**src/rtl/mstream_matrix_arb_pkg.sv**
```systemverilog
// mstream_matrix_arb_pkg: shared types and constants for the matrix stream arbiter.
// Contents: state_t (IDLE/BURST), MSTREAM_ROWS, MAX_REQ, clog2_min1().
package mstream_matrix_arb_pkg;
    typedef enum logic {IDLE, BURST} state_t;
    localparam int MSTREAM_ROWS = 3;
    localparam int MAX_REQ = 8;
    // Counter width that never collapses to zero bits for a 1-beat matrix.
    function automatic int clog2_min1(input int n);
        return (n <= 2) ? 1 : $clog2(n);
    endfunction
endpackage

```
**src/rtl/mstream_rr_picker.sv**
```systemverilog
// mstream_rr_picker: combinational round-robin pick starting after last_grant.
// Ports: req (request vector), last_grant (previous winner),
//        grant (first set request above last_grant, wrapping), any_req.
module mstream_rr_picker #(
    parameter int NUM_REQ = 2,
    parameter int IW = 1
) (
    input  logic [NUM_REQ-1:0] req,
    input  logic [IW-1:0]      last_grant,
    output logic [IW-1:0]      grant,
    output logic               any_req
);
    logic [IW-1:0] idx;
    // Walk the rotation from farthest to nearest so the nearest hit wins.
    always_comb begin
        grant = last_grant;
        idx = '0;
        for (int k = NUM_REQ; k >= 1; k--) begin
            idx = IW'((int'(last_grant) + k) % NUM_REQ);
            if (req[idx]) grant = idx;
        end
    end
    assign any_req = |req;
endmodule

```
**src/rtl/mstream_matrix_arb.sv**
```systemverilog
// mstream_matrix_arb: round-robin arbiter of NUM_REQ matrix streams onto one sink,
// locking the grant for BEATS_PER_MATRIX beats, with one registered output stage.
// Ports: sys_clk, reset (sync, active-high); req_vld/req_rdy/req_r0..r2 (packed
//        per-requester inputs); out_vld/out_rdy/out_r0..r2/out_last/out_src (sink side).
module mstream_matrix_arb
    import mstream_matrix_arb_pkg::*;
#(
    parameter int NUM_REQ = 2,
    parameter int DATA_WIDTH = 32,
    parameter int BEATS_PER_MATRIX = 3
) (
    input  logic                          sys_clk,
    input  logic                          reset,
    input  logic [NUM_REQ-1:0]            req_vld,
    output logic [NUM_REQ-1:0]            req_rdy,
    input  logic [NUM_REQ*DATA_WIDTH-1:0] req_r0,
    input  logic [NUM_REQ*DATA_WIDTH-1:0] req_r1,
    input  logic [NUM_REQ*DATA_WIDTH-1:0] req_r2,
    output logic                          out_vld,
    input  logic                          out_rdy,
    output logic [DATA_WIDTH-1:0]         out_r0,
    output logic [DATA_WIDTH-1:0]         out_r1,
    output logic [DATA_WIDTH-1:0]         out_r2,
    output logic                          out_last,
    output logic [$clog2(NUM_REQ)-1:0]    out_src
);
    localparam int IW = $clog2(NUM_REQ);
    localparam int BW = clog2_min1(BEATS_PER_MATRIX);
    localparam logic [BW-1:0] LAST_BEAT = BW'(BEATS_PER_MATRIX - 1);

    state_t        state;
    logic [IW-1:0] grant;
    logic [IW-1:0] last_grant;
    logic [IW-1:0] pick;
    logic [BW-1:0] beat_cnt;
    logic          any_req;
    logic          can_load;
    logic          in_xfer;
    logic          last_beat;

    mstream_rr_picker #(.NUM_REQ(NUM_REQ), .IW(IW)) u_picker (
        .req        (req_vld),
        .last_grant (last_grant),
        .grant      (pick),
        .any_req    (any_req)
    );

    // The output register can take a new beat when empty or draining this cycle.
    assign can_load  = !out_vld || out_rdy;
    assign in_xfer   = (state == BURST) && req_vld[grant] && can_load;
    assign last_beat = beat_cnt == LAST_BEAT;

    always_comb begin
        req_rdy = '0;
        if (state == BURST) req_rdy[grant] = can_load;
    end

    always_ff @(posedge sys_clk) begin
        if (reset) begin
            state      <= IDLE;
            grant      <= '0;
            last_grant <= IW'(NUM_REQ - 1);
            beat_cnt   <= '0;
            out_vld    <= 1'b0;
            out_last   <= 1'b0;
            out_src    <= '0;
            out_r0     <= '0;
            out_r1     <= '0;
            out_r2     <= '0;
        end else begin
            if (state == IDLE && any_req) begin
                state <= BURST;
                grant <= pick;
            end
            if (in_xfer) begin
                beat_cnt <= last_beat ? '0 : beat_cnt + 1'b1;
                if (last_beat) begin
                    last_grant <= grant;
                    state      <= IDLE;
                end
                out_vld  <= 1'b1;
                out_src  <= grant;
                out_last <= last_beat;
                out_r0   <= req_r0[int'(grant)*DATA_WIDTH +: DATA_WIDTH];
                out_r1   <= req_r1[int'(grant)*DATA_WIDTH +: DATA_WIDTH];
                out_r2   <= req_r2[int'(grant)*DATA_WIDTH +: DATA_WIDTH];
            end else if (out_rdy) begin
                out_vld <= 1'b0;
            end
        end
    end
endmodule

```
**config.mk**
```make
export PLATFORM = sky130hd
export DESIGN_NAME = mstream_matrix_arb
export DESIGN_NICKNAME = d
export VERILOG_FILES = /design/src/rtl/mstream_matrix_arb_pkg.sv /design/src/rtl/mstream_rr_picker.sv /design/src/rtl/mstream_matrix_arb.sv
export SDC_FILE = /design/constraint.sdc
export NUM_CORES = 1
export LEC_CHECK = 0
export BUFFER_PORTS_ARGS = -buffer_cell sky130_fd_sc_hd__buf_4
export CAP_MARGIN = 30
export CORE_ASPECT_RATIO = 0.6
export CORE_UTILIZATION = 39
export DETAILED_ROUTE_END_ITERATION = 10
export PLACE_DENSITY = 0.74
export REMOVE_ABC_BUFFERS = 1
export SYNTH_ARGS = -nofsm -noshare
export SYNTH_HDL_FRONTEND = slang
export SYNTH_SLANG_ARGS = --single-unit
```
**constraint.sdc**
```tcl
create_clock -name sys_clk -period 1.5 [get_ports sys_clk]
set_clock_uncertainty 0.05 [all_clocks]
set_input_delay 0.15 -clock sys_clk [delete_from_list [all_inputs] [get_ports sys_clk]]
set_output_delay 0.15 -clock sys_clk [all_outputs]
set_load 0.05 [all_outputs]
```
==> results of run 1 <==
Yosys cell counts:
| cell | count | area, um^2 |
|---|---|---|
| dfxtp_1 | 104 | 2080 |
| mux2i_1 | 97 | 971 |
| a31oi_1 | 96 | 601 |
| a211oi_1 | 95 | 713 |
| clkbuf_1 | 28 | 105 |
| buf_2 | 24 | 120 |
| buf_4 | 9 | 67.6 |
| a21oi_1 | 6 | 30.0 |
| buf_1 | 4 | 15.0 |
| buf_6 | 4 | 45.0 |
| nand4_1 | 4 | 25.0 |
| nor2_1 | 4 | 15.0 |
| o31ai_1 | 4 | 30.0 |
| nor2b_1 | 3 | 18.8 |
| a211oi_2 | 2 | 25.0 |
| inv_1 | 2 | 7.51 |
| nor3_1 | 2 | 10.0 |
| and3_1 | 1 | 6.26 |
| mux2_2 | 1 | 11.3 |
| mux2i_4 | 1 | 22.5 |
| nand2_1 | 1 | 3.75 |
| nand2b_1 | 1 | 6.26 |
| nand3_1 | 1 | 5.00 |
| nor3_4 | 1 | 16.3 |
| o21ai_0 | 1 | 5.00 |
layer usage:
metal	up-vias	part of all wire (%)	global-route usage, %	routed length, um
met3	13	8.0	8.11	1480
met4	0	0.76	6.00	140
met1	2632	41	31.0	7560
met5	-	0	0	0
li1	2547	-	-	-
met2	229	50	46.1	9220
cell type report:
type                            count  area [um^2]
Inverter                            2         7.51
Clock buffer                       11          243
Clock inverter                      5         38.8
Tap cell                          165          206
Sequential cell                   104         2090
Multi-Input combinational cell    322         2760
Timing Repair Buffer              345         2940
Fill cell                         968         3920
timing repair:
action / 4_1_cts / 5_1_grt
setup endpoints to repair: 4 / 78
gates cloned: 4 / 4
resized for setup: 11 / 40
pin swaps: 0 / 5
buffers inserted: 6 / 13
worst max-delay path, stage by stage, from the launching register on:
cell	delay, ns
dfxtp_4	0.45
mux2_4	0.40
buf_6	0.19
a31oi_1	0.22
a211oi_1	0.09
how the worst min path moves through the flow:
stage	from	end	cells after the start
final	req_vld[1]	out_src	3
after global routing	req_vld[1]	out_src	3
after CTS	req_vld[1]	out_src	3
after floorplan	reset	out_r2[18]	1
after global placement	req_vld[1]	grant	3
after detailed placement	out_src	out_src	2
report_power, final:
part / switching (mW) / internal [mW] / total, mW / leakage (nW)
Sequential: 0.144 / 2.98 / 3.12 / 0.857
Clock: 1.07 / 1.18 / 2.26 / 0.133
Combinational: 1.58 / 1.16 / 2.74 / 2.40
Total: 2.80 / 5.32 / 8.12 / 3.39
through the flow:
stage / total power, mW / hold WS, ns / cell area (um^2) / std cells / setup slack (ns)
final: 8.12 / 0.0851 / 8290 / 954 / -0.0196
after global routing: 8.44 / 0.0742 / 8290 / 954 / -0.0755
after CTS: 7.99 / 0.0686 / 7890 / 937 / -0.0380
after detailed placement: 5.65 / 0.422 / 7390 / 911 / 0.000232
after global placement: 5.59 / 0.407 / 7390 / 911 / 0.0660
after floorplan: 4.60 / 0.165 / 4600 / 427 / -4.50
flip-flops by register name, summed over array words and instances (netlist names):
name / count
out_r0: 32
out_r1: 32
out_r2: 32
beat_cnt: 2
grant: 1
last_grant: 1
out_last: 1
out_src: 1
out_vld: 1
state: 1
cell families after synthesis:
logic type             count (synthesis)
buffers and inverters                 71
and+or+nand+nor                       18
DFF                                  104
muxes                                 99
AOI/OAI and AO/OA                    204
==> results.md, run 1 <==
- Final-report max-slew violation count: 0
- CP Max Fanout: 11
- Synth Instances: 496
- Slew margin rel.: 76.9%
- Worst Tran Pin Value: 0.344 ns
- Fmax: 658 MHz
- Core ar.: 12,200 um^2
- CP Class: reg -> reg
- GRT Resource Usage Total: 25.9%
- Post-route setup TNS: -0.0528 ns
- Final setup fails: 5
- Synth Area in Adders: 0%
- Pwr Density: a little under 1000 nW/um^2
- Crit path DAT: between 1.5 and 2 ns
- PortBufs: 297
- Die Area: 13,200 um^2
- Hold Path Class: in -> reg
- Drt wl/cell: around 19 um
- Starting Density: between 40% and 50%
- Grt ovf: 0
- RSZ-0062 raised after global routing: yes
- Area Growth Syn to Fin: 67.3%
- WL final: approximately 18,000 um
- Vias: 5,421
- Compound-gate portion of the synthesized area: 28.3%
- # clock sinks: about 100
- Crit path capture type: register
- Part of the cycle the worst path needs: 101%
- CTS root buffer: clkbuf_16
- Failing checks: negative setup slack
- Yosys reg bits: 104
- Last element of the critical path: out_r2[30]
- Largest family of logic cells by synthesized area: compound AO/OA/AOI/OAI gates
- Commonest cells after routing, fill and taps aside: buf_4 (320), dfxtp_1 (101), mux2i_1 (97)
- CTS H-tree depth: 3
- Hold Buf Count CTS: 0
- FF-to-FF Start: grant
- Post-Syn Area: 4960 um^2
- 1st-pass router iterations: 4
- DP HPWL: 11,500 um
- Flop-to-flop setup slack: -0.02 ns
- Die Wd: approximately 150 um
- Gp weighted congestion: 0.796
- First-pass GRT wire length: 26,600 um
- Synth warnings: 0
- Nets: approximately 1,000
- Rows: 31
- Mux share of post-synthesis cell area: a little over 20%
- Vias/cell: around 5.7
- R2R Path End: out_r2[30]
- Total CTS buffers: 9
- Sequential share of the synthesized area: about two fifths
- Worst setup margin: -0.0196 ns
- Clock latency on the worst-skew pair: 0.34 ns
- CTS tree: yes
- Largest net degree at the start of global routing: 53
- Most common cell after layout, fill and taps aside: buf_4
- Leak pwr: between 3 and 4 nW
- Post-synthesis xor/xnor area fraction: 0%
- Clock Tree Buf Depth: 2
- # DRC: 0
- Status: finished, violations left
- Critical Path Source: grant
- CTS clk-pin slew, worst paths: 0.07 ns
- VDD IR-drop max: roughly 0.00054 V
- Synth Area in Simple Gates: 2.15%
- Fin crit period: 1.52 ns
- Worst Reg-to-Reg Cells: 4
- Max-capacitance violation count: 0
- Cell variety after synth: 25
- Antenna violations before repair: 0
- DR iter-0 viols: 199
- Vias in the first global route: 5,069
- CP required: 1.66 ns
- ANT cells: 0
- Antenna Nets Post-Route: 0
- Final Hold Violating Endpoints: 0
- IO Pins: 298
- Die height: 89.3 um
- Synth Area per Inst: 9.99 um^2
- Final Util: between 60% and 70%
- Layout cells sized above 1: 51.5%
- CP Launch Type: register
Power figures use the tool's default switching activity.
==> run 2: changes to the inputs <==
==> constraint.sdc (replaced) <==
create_clock -name sys_clk -period 1.2 [get_ports sys_clk]
set_clock_uncertainty 0.05 [all_clocks]
set_input_delay 0.12 -clock sys_clk [delete_from_list [all_inputs] [get_ports sys_clk]]
set_output_delay 0.12 -clock sys_clk [all_outputs]
set_load 0.05 [all_outputs]
==> run 2 against run 1 <==
  * The flow still finishes with violations (negative setup slack)
  * Hold slack lost 0.034 ns
  * Via count down 1.8%
  * Power rose by 24%
  * Count of clock-buffer cells in the layout grew 1
  * Die area is the same
  * Largest cell class is now multi-input gates
==> results.md, run 2 (synthesis results as in run 1) <==
- R2R Path End: out_r0[10]
- Gp weighted congestion: 0.810 (+1.7%)
- Clock Tree Buf Depth: 2 (unchanged)
- Critical Path Source: grant
- Nets: 977 (-0.41%)
- Core ar.: 12,200 um^2 (unchanged)
- Leak pwr: 3.37 nW (-0.57%)
- WL final: 17,600 um (-4.4%)
- DP HPWL: 11,900 um (+3.5%)
- CP Class: reg -> reg
- Vias: 5,323 (-1.8%)
- Hold Slack: 0.0508 ns (-0.0343 ns)
- Layout cells sized above 1: 54.1% (+2.7 points)
- CTS H-tree depth: 3 (unchanged)
- ANT cells: 0 (unchanged)
- Rows: 31 (unchanged)
- # clock sinks: 104 (unchanged)
- Commonest cells after routing, fill and taps aside: buf_4 (314), dfxtp_1 (101), mux2i_1 (95)
- Part of the cycle the worst path needs: 128% (+27 points)
- Vias in the first global route: 5,011 (-1.1%)
- Final-report max-slew violation count: 0 (unchanged)
- Crit-path max cell delay: 0.40 ns (-0.05 ns)
- Failing checks: negative setup slack
- Total CTS buffers: 9 (unchanged)
- Slowest cell on the critical path: dfxtp_4
- First-pass GRT wire length: 25,200 um (-5.2%)
- Worst setup margin: -0.334 ns (-0.314 ns)
- Flop-to-flop setup slack: -0.33 ns (-0.31 ns)
- DP Worst Slack: -0.247 ns (-0.247 ns)
- Antenna Nets Post-Route: 0 (unchanged)
- Grt ovf: 0 (unchanged)
- Drt wl/cell: 18.5 um (-4.0%)
- Worst Reg-to-Reg Cells: 5 (+1)
- Hold Path Class: in -> reg
- Die Wd: 148 um (unchanged)
- Final setup fails: 104 (+99)
- Crit path DAT: 1.71 ns (+0.03 ns)
- CP required: 1.38 ns (-0.28 ns)
- CTS tree: yes
- Die Area: 13,200 um^2 (unchanged)
- Cells along the critical path: mux2i_4 > nor3_4 > buf_12 > buf_12 > a211oi_1
- VDD IR-drop max: 0.000922 V (+72%)
- Worst Tran Pin Value: 0.821 ns (+0.477 ns)
- Fin crit period: 1.53 ns (+0.0145 ns)
- 1st-pass router iterations: 4 (unchanged)
- PortBufs: 297 (unchanged)
- Status: finished, violations left
- Last element of the critical path: out_r0[10]
- # DRC: 0 (unchanged)
- Slew margin rel.: 45.3% (-32 points)
- IO Pins: 298 (unchanged)
- Max-capacitance violation count: 0 (unchanged)
- Biggest regs: out_r0: 32 flops, out_r1: 32 flops, out_r2: 32 flops
- Clock latency on the worst-skew pair: 0.33 ns (about the same)
- GRT Resource Usage Total: 24.2% (-1.7 points)
- CTS root buffer: clkbuf_16
- Pwr Density: 1200 nW/um^2 (+23%)
- Area Growth Syn to Fin: 69.1%
- Final Util: 68.6% (+0.74 points)
- Starting Density: 40.6% (unchanged)
- Largest net degree at the start of global routing: 63 (+19%)
- Antenna violations before repair: 0 (unchanged)
- Final Hold Violating Endpoints: 0 (unchanged)
- Fmax: 652 MHz (-0.94%)
- FF-to-FF Start: grant
- Die height: 89.3 um (unchanged)
- CTS clk-pin slew, worst paths: 0.07 ns (about the same)
- CP Launch Type: register
- Most common cell after layout, fill and taps aside: buf_4
- CP Max Fanout: 26 (+15)
- Vias/cell: 5.60 (-1.4%)
- Most used cell, CP: buf_12
- RSZ-0062 raised after global routing: yes
- Crit path capture type: register
- DR iter-0 viols: 183 (-8.0%)
- Fill count: 933 (-3.6%)
## run 2: changes by cell type in the layout (fill, tap and decap cells not counted), sizes merged
| cell | before | now |
|---|---|---|
| mux2 | 2 | 1 |
| inv | 4 | 2 |
| clkinv | 1 | 3 |
| bufbuf | 4 | 0 |
| clkinvlp | 2 | 1 |
| clkbuf | 13 | 15 |
## run 2: per-stage QoR
stage / power, mW / cells / area (um^2) / TNS [ns]
floorplan: 5.75 / 427 / 4600 / -500.29
global placement: 7.05 / 925 / 7520 / -17.23
detailed placement: 7.12 / 925 / 7520 / -19.86
CTS: 9.90 / 946 / 8000 / -20.83
global route: 10.5 / 950 / 8380 / -30.86
finish: 10.1 / 950 / 8380 / -25.49
## run 2: area by class of cell
cell class	count	area (um^2)	area share (%)
multi-input cells	321	2910	34.7
repair buffers	342	2890	34.5
flip-flops and latches	104	2090	24.9
clock buffers	12	246	2.94
well taps	165	206	2.46
clock inverters	4	30.0	0.358
inverters	2	7.51	0.0895
## run 2: worst min-delay path by stage
| stage | from | slack, ns | cells past startpoint | to |
|---|---|---|---|---|
| floorplan | reset | 0.13 | 1 | out_r2[18] |
| global placement | req_vld[1] | 0.39 | 3 | grant |
| detailed placement | req_vld[1] | 0.40 | 3 | grant |
| CTS | req_vld[1] | 0.05 | 3 | grant |
| global route | req_vld[1] | 0.06 | 3 | grant |
| finish | req_vld[1] | 0.05 | 3 | grant |
## run 2: report_power, final
part | internal (mW) | switching [mW]
Sequential | 3.72 | 0.177
Combinational | 1.46 | 2.02
Clock | 1.47 | 1.24
## run 2: routing by layer
layer | track usage, % | vias to the layer above | share of wire [%]
li1 | - | 2537 | -
met1 | 27.5 | 2574 | 41
met2 | 45.2 | 203 | 51
met3 | 7.70 | 9 | 7.9
met4 | 5.34 | 0 | 0.74
met5 | 0 | - | 0
## run 2: critical path, delay by kind of cell, from the launching register on
family                 cells  cell delay (ns)
DFF                        1             0.40
buffers and inverters      2             0.30
muxes                      1             0.30
AOI/OAI and AO/OA          1             0.28
and+or+nand+nor            1             0.08
## run 2: timing repair
| item | CTS | global route |
|---|---|---|
| setup buffers | 6 | 1 |
| resized for setup | 31 | 52 |
| pin swaps | 9 | 1 |
| setup endpoints to repair | 104 | 105 |
| gates cloned | 0 | 3 |
| hold buffers | 0 | 0 |
==> run 3: changes to the inputs <==
--- a/config.mk
+++ b/config.mk
@@ -10,8 +10,10 @@
 export CORE_ASPECT_RATIO = 0.6
 export CORE_UTILIZATION = 39
 export DETAILED_ROUTE_END_ITERATION = 10
+export MAX_ROUTING_LAYER = met4
 export PLACE_DENSITY = 0.74
 export REMOVE_ABC_BUFFERS = 1
 export SYNTH_ARGS = -nofsm -noshare
 export SYNTH_HDL_FRONTEND = slang
 export SYNTH_SLANG_ARGS = --single-unit
+export TNS_END_PERCENT = 20
==> run 3 against run 2 <==
  * The run still ends with negative setup slack left
  * Critical path depth shrank 1
  * Worst setup slack gained 0.044 ns
  * Core utilization shrank 0.39 points
  * Clock power is essentially flat
  * Cell count grew 0.42%
  * Fmax grew 3.0%
  * Wire length grew 1.3%
  * Critical endpoint is now out_r0[18]
==> results.md, run 3 (synthesis results as in run 1) <==
- Drt wl/cell: 18.7 um (+0.89%)
- 1st-pass router iterations: 4 (unchanged)
- Fin crit period: 1.49 ns (-0.0443 ns)
- Antenna violations before repair: 0 (unchanged)
- VDD IR-drop max: 0.000916 V (-0.61%)
- Grt ovf: 0 (unchanged)
- Pwr Density: 1210 nW/um^2 (+0.43%)
- Commonest cells after routing, fill and taps aside: buf_4 (315), dfxtp_1 (101), mux2i_1 (95)
- Hold Slack: 0.0542 ns (+0.00340 ns)
- WL final: 17,800 um (+1.3%)
- Crit path capture type: register
- IO Pins: 298 (unchanged)
- Hold Buf Count CTS: 0 (unchanged)
- CTS root buffer: clkbuf_16
- Layout cells sized above 1: 52.2% (-1.9 points)
- Total CTS buffers: 9 (unchanged)
- First-pass GRT wire length: 25,200 um (about the same)
- Hold Path Class: in -> reg
- Leak pwr: 3.38 nW (+0.26%)
- Final Hold Violating Endpoints: 0 (unchanged)
- Status: finished, violations left
- # clock sinks: 104 (unchanged)
- GRT Resource Usage Total: 25.0% (+0.80 points)
- Antenna Nets Post-Route: 0 (unchanged)
- Worst Tran Pin Value: 0.702 ns (-0.119 ns)
- CTS H-tree depth: 3 (unchanged)
- # DRC: 0 (unchanged)
- CP Launch Type: register
- Vias: 5,372 (+0.92%)
- Die Wd: 148 um (unchanged)
- DR iter-0 viols: 158 (-14%)
- Cells after DPL: 925 (unchanged)
- Clock Tree Buf Depth: 2 (unchanged)
- Vias/cell: 5.63 (+0.50%)
- Fill count: 940 (+0.75%)
- Max-capacitance violation count: 0 (unchanged)
- DP Worst Slack: -0.247 ns (unchanged)
- CP Class: reg -> reg
- Total power: 10.1 mW (-0.14%)
- CTS clk-pin slew, worst paths: 0.07 ns (about the same)
- Gp weighted congestion: 0.821 (+1.5%)
- Largest net degree at the start of global routing: 63 (unchanged)
- Crit path DAT: 1.62 ns (-0.09 ns)
- Final-report max-slew violation count: 0 (unchanged)
- Die height: 89.3 um (unchanged)
- Vias in the first global route: 5,012 (+0.020%)
- Die Area: 13,200 um^2 (unchanged)
- Part of the cycle the worst path needs: 124% (-3.7 points)
- DP HPWL: 11,900 um (unchanged)
- Finished Layout Cells: 954 (+0.42%)
- CP required: 1.33 ns (-0.05 ns)
- Worst setup margin: -0.290 ns (+0.0443 ns)
- Nets: 981 (+0.41%)
- Final setup fails: 104 (unchanged)
- Biggest regs: out_r0: 32 flops, out_r1: 32 flops, out_r2: 32 flops
- Most common cell after layout, fill and taps aside: buf_4
- Failing checks: negative setup slack
- Fmax: 671 MHz (+3.0%)
- Core ar.: 12,200 um^2 (unchanged)
- CP Max Fanout: 27 (+3.8%)
- ANT cells: 0 (unchanged)
- Slew margin rel.: 53.2% (+7.9 points)
- CTS tree: yes
- Clock latency on the worst-skew pair: 0.33 ns (about the same)
- PortBufs: 297 (unchanged)
- RSZ-0062 raised after global routing: yes
- Area Growth Syn to Fin: 68.2%
- Rows: 31 (unchanged)
- Starting Density: 40.6% (unchanged)
[run 3: worst max-delay path, stage by stage (launching register included)]
cell and delay [ns]:
dfxtp_4 0.40, mux2_4 0.38, buf_12 0.19, a31oi_2 0.22, a211oi_2 0.08
[run 3: path summary, 6_finish.rpt]
check                           startpoint          to  slack (ns)  depth (start not counted)
worst min register to register     out_src     out_src        0.43                          2
worst max-delay path                 grant  out_r0[18]       -0.29                          4
worst min-delay path            req_vld[1]       grant        0.05                          3
worst max register to register       grant  out_r0[18]       -0.29                          4
[run 3: metal layers]
metal	share of wire [%]	vias up	track usage [%]
met5	0	-	-
met4	0.77	0	5.34
met3	7.2	12	6.99
met2	51	202	45.2
met1	41	2617	28.0
li1	-	2541	-
[run 3: final cells by class]
cell class	count	area, um^2	area share, %
clock buffers	12	246	2.96
clock inverters	4	30.0	0.360
inverters	2	7.51	0.0900
multi-input cells	321	2830	33.9
flip-flops and latches	104	2090	25.1
well taps	165	206	2.48
repair buffers	346	2930	35.1
[run 3: report_power, final]
group          total [mW]  switching [mW]  leakage [nW]  internal, mW
Clock                2.71            1.24         0.133          1.47
Sequential           3.90           0.177         0.857          3.72
Combinational        3.46            2.00          2.39          1.46
Total                10.1            3.42          3.38          6.65
[run 3: repair_timing]
action,4_1_cts,5_1_grt
pin swaps,39,2
gates resized for setup,31,36
gates cloned,0,6
hold endpoints to repair,0,0
setup endpoints to repair,104,105
setup buffers,6,2
[run 3: metrics by stage]
| stage | area (um^2) | utilization (%) | TNS [ns] |
|---|---|---|---|
| 2_1_floorplan | 4600 | - | -500.29 |
| 3_3_place_gp | 7520 | 61.5 | -17.23 |
| 3_5_place_dp | 7520 | 61.5 | -19.86 |
| 4_1_cts | 8000 | 65.5 | -20.06 |
| 5_1_grt | 8340 | 68.2 | -30.85 |
| 6_report | 8340 | 68.2 | -25.56 |
